$ cat src/rtl/instr_fetch_queue_pkg.sv
// Shared types and constants for the instruction fetch queue.
// The fetch queue, its FIFO and the bench all use these definitions.
package instr_fetch_queue_pkg;

  localparam int          WORD_W       = 32;
  localparam int          INSTR_BYTES  = 4;
  localparam logic [31:0] RESET_PC_DEF = 32'h0000_0000;

  typedef enum logic {
    BOOT = 1'b0,
    RUN  = 1'b1
  } ifq_state_e;

  typedef struct packed {
    logic [WORD_W-1:0] pc;
    logic [WORD_W-1:0] instr;
  } ifq_entry_t;

  function automatic logic [WORD_W-1:0] word_align(input logic [WORD_W-1:0] addr);
    return addr & ~(WORD_W'(INSTR_BYTES - 1));
  endfunction

endpackage

$ cat src/rtl/ifq_fifo.sv
// Circular FIFO of {pc, instr} entries for the fetch queue.
// When empty, dout holds the most recently popped entry.
module ifq_fifo
  import instr_fetch_queue_pkg::*;
#(
  parameter int DEPTH = 4
) (
  input  logic                     clock,
  input  logic                     reset,
  input  logic                     push,
  input  logic                     pop,
  input  logic                     flush,
  input  ifq_entry_t               din,
  output ifq_entry_t               dout,
  output logic [$clog2(DEPTH):0]   count
);

  localparam int AW = $clog2(DEPTH);
  localparam int CW = AW + 1;

  ifq_entry_t        mem_q [DEPTH];
  ifq_entry_t        last_q, last_d;
  logic [AW-1:0]     rd_q, rd_d;
  logic [AW-1:0]     wr_q, wr_d;
  logic [CW-1:0]     cnt_q, cnt_d;
  logic              do_push;
  logic              do_pop;

  assign do_pop  = pop & (cnt_q != '0);
  assign do_push = push & ((cnt_q != CW'(DEPTH)) | do_pop);

  always_comb begin
    rd_d   = rd_q;
    wr_d   = wr_q;
    cnt_d  = cnt_q;
    last_d = last_q;
    if (flush) begin
      rd_d  = '0;
      wr_d  = '0;
      cnt_d = '0;
    end else begin
      if (do_push) wr_d = wr_q + AW'(1);
      if (do_pop) begin
        rd_d   = rd_q + AW'(1);
        last_d = mem_q[rd_q];
      end
      case ({do_push, do_pop})
        2'b10:   cnt_d = cnt_q + CW'(1);
        2'b01:   cnt_d = cnt_q - CW'(1);
        default: cnt_d = cnt_q;
      endcase
    end
  end

  always_ff @(posedge clock or negedge reset) begin
    if (!reset) begin
      rd_q   <= '0;
      wr_q   <= '0;
      cnt_q  <= '0;
      last_q <= '0;
    end else begin
      rd_q   <= rd_d;
      wr_q   <= wr_d;
      cnt_q  <= cnt_d;
      last_q <= last_d;
    end
  end

  // Storage needs no reset: an empty FIFO presents last_q, never the array.
  always_ff @(posedge clock) begin
    if (do_push && !flush) mem_q[wr_q] <= din;
  end

  assign dout  = (cnt_q == '0) ? last_q : mem_q[rd_q];
  assign count = cnt_q;

endmodule

$ cat src/rtl/instr_fetch_queue.sv
// Fetch stage: private fetch PC, word requests to synchronous imem, FIFO to decode.
//   state | meaning
//   BOOT  | first cycle after reset release, no requests
//   RUN   | normal fetch, requests when enabled and FIFO has room
module instr_fetch_queue
  import instr_fetch_queue_pkg::*;
#(
  parameter int          DEPTH    = 4,
  parameter logic [31:0] RESET_PC = RESET_PC_DEF
) (
  input  logic                    clock,
  input  logic                    reset,
  input  logic                    fetch_en,
  input  logic                    redirect_valid,
  input  logic [31:0]             redirect_pc,
  output logic                    imem_req,
  output logic [31:0]             imem_addr,
  input  logic [31:0]             imem_rdata,
  output logic                    out_valid,
  output logic [31:0]             out_instr,
  output logic [31:0]             out_pc,
  input  logic                    out_ready,
  output logic [$clog2(DEPTH):0]  occupancy
);

  localparam int CW = $clog2(DEPTH) + 1;

  ifq_state_e    state_q, state_d;
  logic [31:0]   fpc_q, fpc_d;
  logic [31:0]   req_pc_q, req_pc_d;
  logic          inflight_q, inflight_d;
  logic          kill_q, kill_d;
  logic          req;
  logic          push;
  logic          pop;
  logic [CW:0]   pending;
  logic [CW-1:0] count;
  ifq_entry_t    fifo_din;
  ifq_entry_t    fifo_dout;

  // Occupancy plus the outstanding request, one bit wider so DEPTH fits.
  assign pending = {1'b0, count} + {{CW{1'b0}}, inflight_q};

  always_comb begin
    state_d    = state_q;
    req        = 1'b0;
    fpc_d      = fpc_q;
    req_pc_d   = req_pc_q;
    inflight_d = 1'b0;
    kill_d     = redirect_valid;
    case (state_q)
      BOOT:    state_d = RUN;
      RUN:     req = fetch_en & ~redirect_valid & (pending < (CW+1)'(DEPTH));
      default: state_d = BOOT;
    endcase
    if (req) begin
      fpc_d      = fpc_q + 32'(INSTR_BYTES);
      req_pc_d   = fpc_q;
      inflight_d = 1'b1;
    end
    if (redirect_valid) fpc_d = word_align(redirect_pc);
  end

  always_ff @(posedge clock or negedge reset) begin
    if (!reset) begin
      state_q    <= BOOT;
      fpc_q      <= RESET_PC;
      req_pc_q   <= RESET_PC;
      inflight_q <= 1'b0;
      kill_q     <= 1'b0;
    end else begin
      state_q    <= state_d;
      fpc_q      <= fpc_d;
      req_pc_q   <= req_pc_d;
      inflight_q <= inflight_d;
      kill_q     <= kill_d;
    end
  end

  // A response from before a redirect must never reach the FIFO.
  assign push     = inflight_q & ~kill_q;
  assign pop      = out_valid & out_ready;
  assign fifo_din = '{pc: req_pc_q, instr: imem_rdata};

  ifq_fifo #(.DEPTH(DEPTH)) u_fifo (
    .clock (clock),
    .reset (reset),
    .push  (push),
    .pop   (pop),
    .flush (redirect_valid),
    .din   (fifo_din),
    .dout  (fifo_dout),
    .count (count)
  );

  assign imem_req  = req;
  assign imem_addr = fpc_q;
  assign out_valid = (count != '0);
  assign out_instr = fifo_dout.instr;
  assign out_pc    = fifo_dout.pc;
  assign occupancy = count;

endmodule

$ cat config.mk
export PLATFORM = sky130hd
export DESIGN_NAME = instr_fetch_queue
export DESIGN_NICKNAME = d
export VERILOG_FILES = /design/src/rtl/instr_fetch_queue_pkg.sv /design/src/rtl/ifq_fifo.sv /design/src/rtl/instr_fetch_queue.sv
export SDC_FILE = /design/constraint.sdc
export NUM_CORES = 1
export LEC_CHECK = 0
export BUFFER_PORTS_ARGS = -buffer_cell sky130_fd_sc_hd__buf_2
export CORE_ASPECT_RATIO = 0.6
export CORE_MARGIN = 3
export CORE_UTILIZATION = 40
export DETAILED_ROUTE_END_ITERATION = 10
export SYNTH_ARGS = -nofsm -noshare
export SYNTH_HDL_FRONTEND = slang
export SYNTH_SLANG_ARGS = --single-unit
$ cat constraint.sdc
create_clock -name clock -period 2.8 [get_ports clock]
set_input_delay 0.56 -clock clock [delete_from_list [all_inputs] [get_ports clock]]
set_output_delay 0.56 -clock clock [all_outputs]
set_load 0.01 [all_outputs]
==> flow_summary_export.csv <==
group,metric,value,unit
die,coreArea,37090,um^2
layout,nNetsFinal,1203,
detailed_routing,drt-initial-drc-count,599,
layout,layout_commonest_cell,"edfxtp_1",
clocking,clk_pin_slew_worst_paths,0.06,ns
timing,worst_slack,-0.02665,ns
detailed_routing,ant_nets,0,
global_routing,grt_pass1_wl,54.06,mm
worst_setup_path,r2r_slack,0.49,ns
placed_design,portBuffers,163,
die,start_util,0.4149,
power,power_leakage,7.255,nW
die,design.die.area,40940,um^2
timing,whs,0.2397,ns
layout,syn_to_final_growth,23.77,%
worst_setup_path,path_class,"reg -> out",
power,power.total,19.08,mW
yosys,yosysUniqueCellTypes,51,
yosys,yosysWarnings,0,
clocking,cts.sinks,380,
timing,setup_viol,9,
placed_design,gp_congestion,0.7913,
timing,clock_skew,0.01618,ns
timing,max-slew-margin-rel,0.1638,
layout,utilization,0.5135,
die,die_w,259.2,um
timing,rsz0062_at_grt,"yes",
global_routing,overflow,0,
layout,fillers,3061,
clocking,cts-root-buf,"clkbuf_16",
clocking,clk_latency,0.53,ns
power,pwr-share-seq,0.392,
power,p_sw_frac,0.2887,
timing,fin_crit_sh,1.010,
power,powerDensity,1002,nW/um^2
die,die_h,157.9,um
outcome,failed_checks,"negative setup slack",
die,row_count,54,
power,power.switching,5.509,mW
yosys,synth_edf_count,248,
timing,worst_pin_slew,1.250,ns
detailed_routing,wl,35.96,mm
placed_design,placed_area,17160,um^2
global_routing,grt_max_degree,51,
yosys,synth-seq-cells,380,
power,pwr-share-clk,0.254,
worst_setup_path,cp_data_arrival_time,2.27,ns
timing,hold_viol_final,0,
clocking,numCtsBuffers,38,
power,p_comb_frac,0.355,
yosys,synth_ff_type,"edfxtp_1",
layout,drive_gt1_frac,0.4088,
worst_setup_path,path_max_fanout,9,
run,cap_violations,0,
placed_design,hpwlAfterDp,22.04,mm
timing,finalCriticalPeriod,2.827,ns
worst_setup_path,start_kind,"register",
die,pin_count,170,
yosys,avgSynthCellArea,16.74,um^2
power,p_int,13.57,mW
global_routing,antenna_found_initial,3,
layout,layout_common_cells,"edfxtp_1 (248), dfrtp_1 (127), buf_2 (120)",
global_routing,track_usage,0.1729,
timing,max_clock_freq,0.3538,GHz
timing,drv_slew,0,
yosys,async_reset_ff_frac,0.3474,
layout,final_area,19050,um^2
worst_setup_path,required,2.24,ns
global_routing,grt_pass1_vias,8922,
yosys,synth_area,15390,um^2
clocking,tritoncts,"built",
detailed_routing,drc,0,
min_path,min_path_type,"in -> reg",
clocking,clock_path_buffers,3,
detailed_routing,vias_per_cell,5.261,
detailed_routing,vias,8744,
detailed_routing,drtPass1Iterations,5,
worst_setup_path,end_kind,"output port",
power,ir_drop,0.0006009,V
outcome,status,"finished, violations left",
clocking,h-tree-depth,2,
yosys,synth-seq-area-share,0.6986,
detailed_routing,wire_per_inst,21.63,um
yosys,syn_inst,919,
==> worst paths after layout <==
check,startpoint,end,depth (start not counted)
setup / recovery,u_fifo.rd_q[0]$_DFFE_PN0P_,out_pc[5],5
hold / removal,redirect_pc[15],imem_addr[15]$_DFFE_PN0P_,3
max in group asynchronous,reset,u_fifo.rd_q[0]$_DFFE_PN0P_,3
setup reg to reg,u_fifo.count[0]$_DFFE_PN0P_,imem_addr[10]$_DFFE_PN0P_,7
hold reg to reg,u_fifo.last_q[28]$_DFFE_PN0P_,u_fifo.last_q[28]$_DFFE_PN0P_,1
min in group asynchronous,reset,u_fifo.last_q[27]$_DFFE_PN0P_,2
==> through the flow <==
stage	setup WS, ns	cells	setup TNS [ns]
after floorplan	0.4748	922	0
after global placement	0.2476	1576	0
after detailed placement	0.2533	1576	0
after CTS	-0.05364	1652	-0.9619
after global routing	-0.08901	1662	-2.210
final	-0.02665	1662	-0.08447
==> sequential cells by signal, indices dropped and copies added, names as in the netlist <==
signal,flops
u_fifo.wr_q,2
u_fifo.mem_q,248
imem_addr,30
req_pc_q,30
inflight_q,1
u_fifo.last_q,62
kill_q,1
u_fifo.rd_q,2
u_fifo.count,3
state_q,1
==> logic make-up after synthesis <==
logic type	count (synthesis)	share of synthesized area
adder cells (fa/ha/maj)	6	0.005366
flip-flops	380	0.6986
buffers and inverters	62	0.01781
XOR/XNOR	6	0.003416
AO/OA/AOI/OAI	71	0.03098
AND/OR/NAND/NOR	204	0.06058
other	2	0.0004880
multiplexers	188	0.1828
==> layout make-up <==
cell class / count / area (um^2) / area share
clock buffers: 55 / 1076 / 0.05649
diodes: 1 / 2.502 / 0.0001314
repair buffers: 217 / 1841 / 0.09663
multi-input cells: 480 / 4598 / 0.2414
inverters: 11 / 41.29 / 0.002168
well taps: 504 / 630.6 / 0.03311
flip-flops and latches: 380 / 10760 / 0.5650
clock inverters: 14 / 96.34 / 0.005058
==> what timing repair did <==
action,4_1_cts,5_1_grt
resized for setup,61,44
pin swaps,1,0
endpoints found under the hold margin,40,0
hold buffers,1,0
setup buffers,6,5
cloned,0,4
endpoints found under the setup margin,62,60
==> metal layers <==
metal / share of wire / vias up / global-route usage
met5: 0.00039 / - / 0
met4: 0.017 / 4 / 0.04371
met3: 0.055 / 56 / 0.03741
met2: 0.47 / 222 / 0.2686
met1: 0.46 / 4518 / 0.2501
li1: - / 3944 / -
==> Yosys cell counts, drive strengths merged (2+ instances only) <==
library cell | count | area [um^2]
a21oi | 12 | 60.06
a221o | 3 | 30.03
a22oi | 2 | 15.01
a31oi | 3 | 18.77
a32oi | 4 | 35.03
and3 | 11 | 68.82
buf | 29 | 150.1
clkbuf | 22 | 82.58
conb | 2 | 7.510
dfrtp | 132 | 3303
edfxtp | 248 | 7447
ha | 5 | 62.56
inv | 11 | 41.29
mux2 | 124 | 1396
mux2i | 2 | 20.02
mux4 | 62 | 1396
nand2 | 118 | 442.9
nand3 | 22 | 115.1
nand4 | 10 | 77.57
nor2 | 24 | 90.09
nor3 | 5 | 36.29
nor4 | 2 | 12.51
o211ai | 6 | 45.04
o21ai | 25 | 125.1
o311ai | 7 | 61.31
or3 | 3 | 18.77
or4 | 4 | 30.03
xnor2 | 3 | 26.28
xor2 | 3 | 26.28
==> power by group through the flow <==
stage,clock [mW],sequential (mW),combinational (mW)
floorplan,0,7.39,3.24
global placement,0,7.57,5.05
detailed placement,0,7.61,5.08
CTS,4.99,7.46,6.06
global route,5.23,7.58,7.22
finish,4.84,7.47,6.77
==> worst max-delay path, cell delays in order, from the launching register on <==
cell and delay (ns):
dfrtp_4 0.44, buf_12 0.15, buf_12 0.16, mux4_2 0.56
mux2_4 0.29, buf_6 0.12
(Power assumes the default switching activity.)
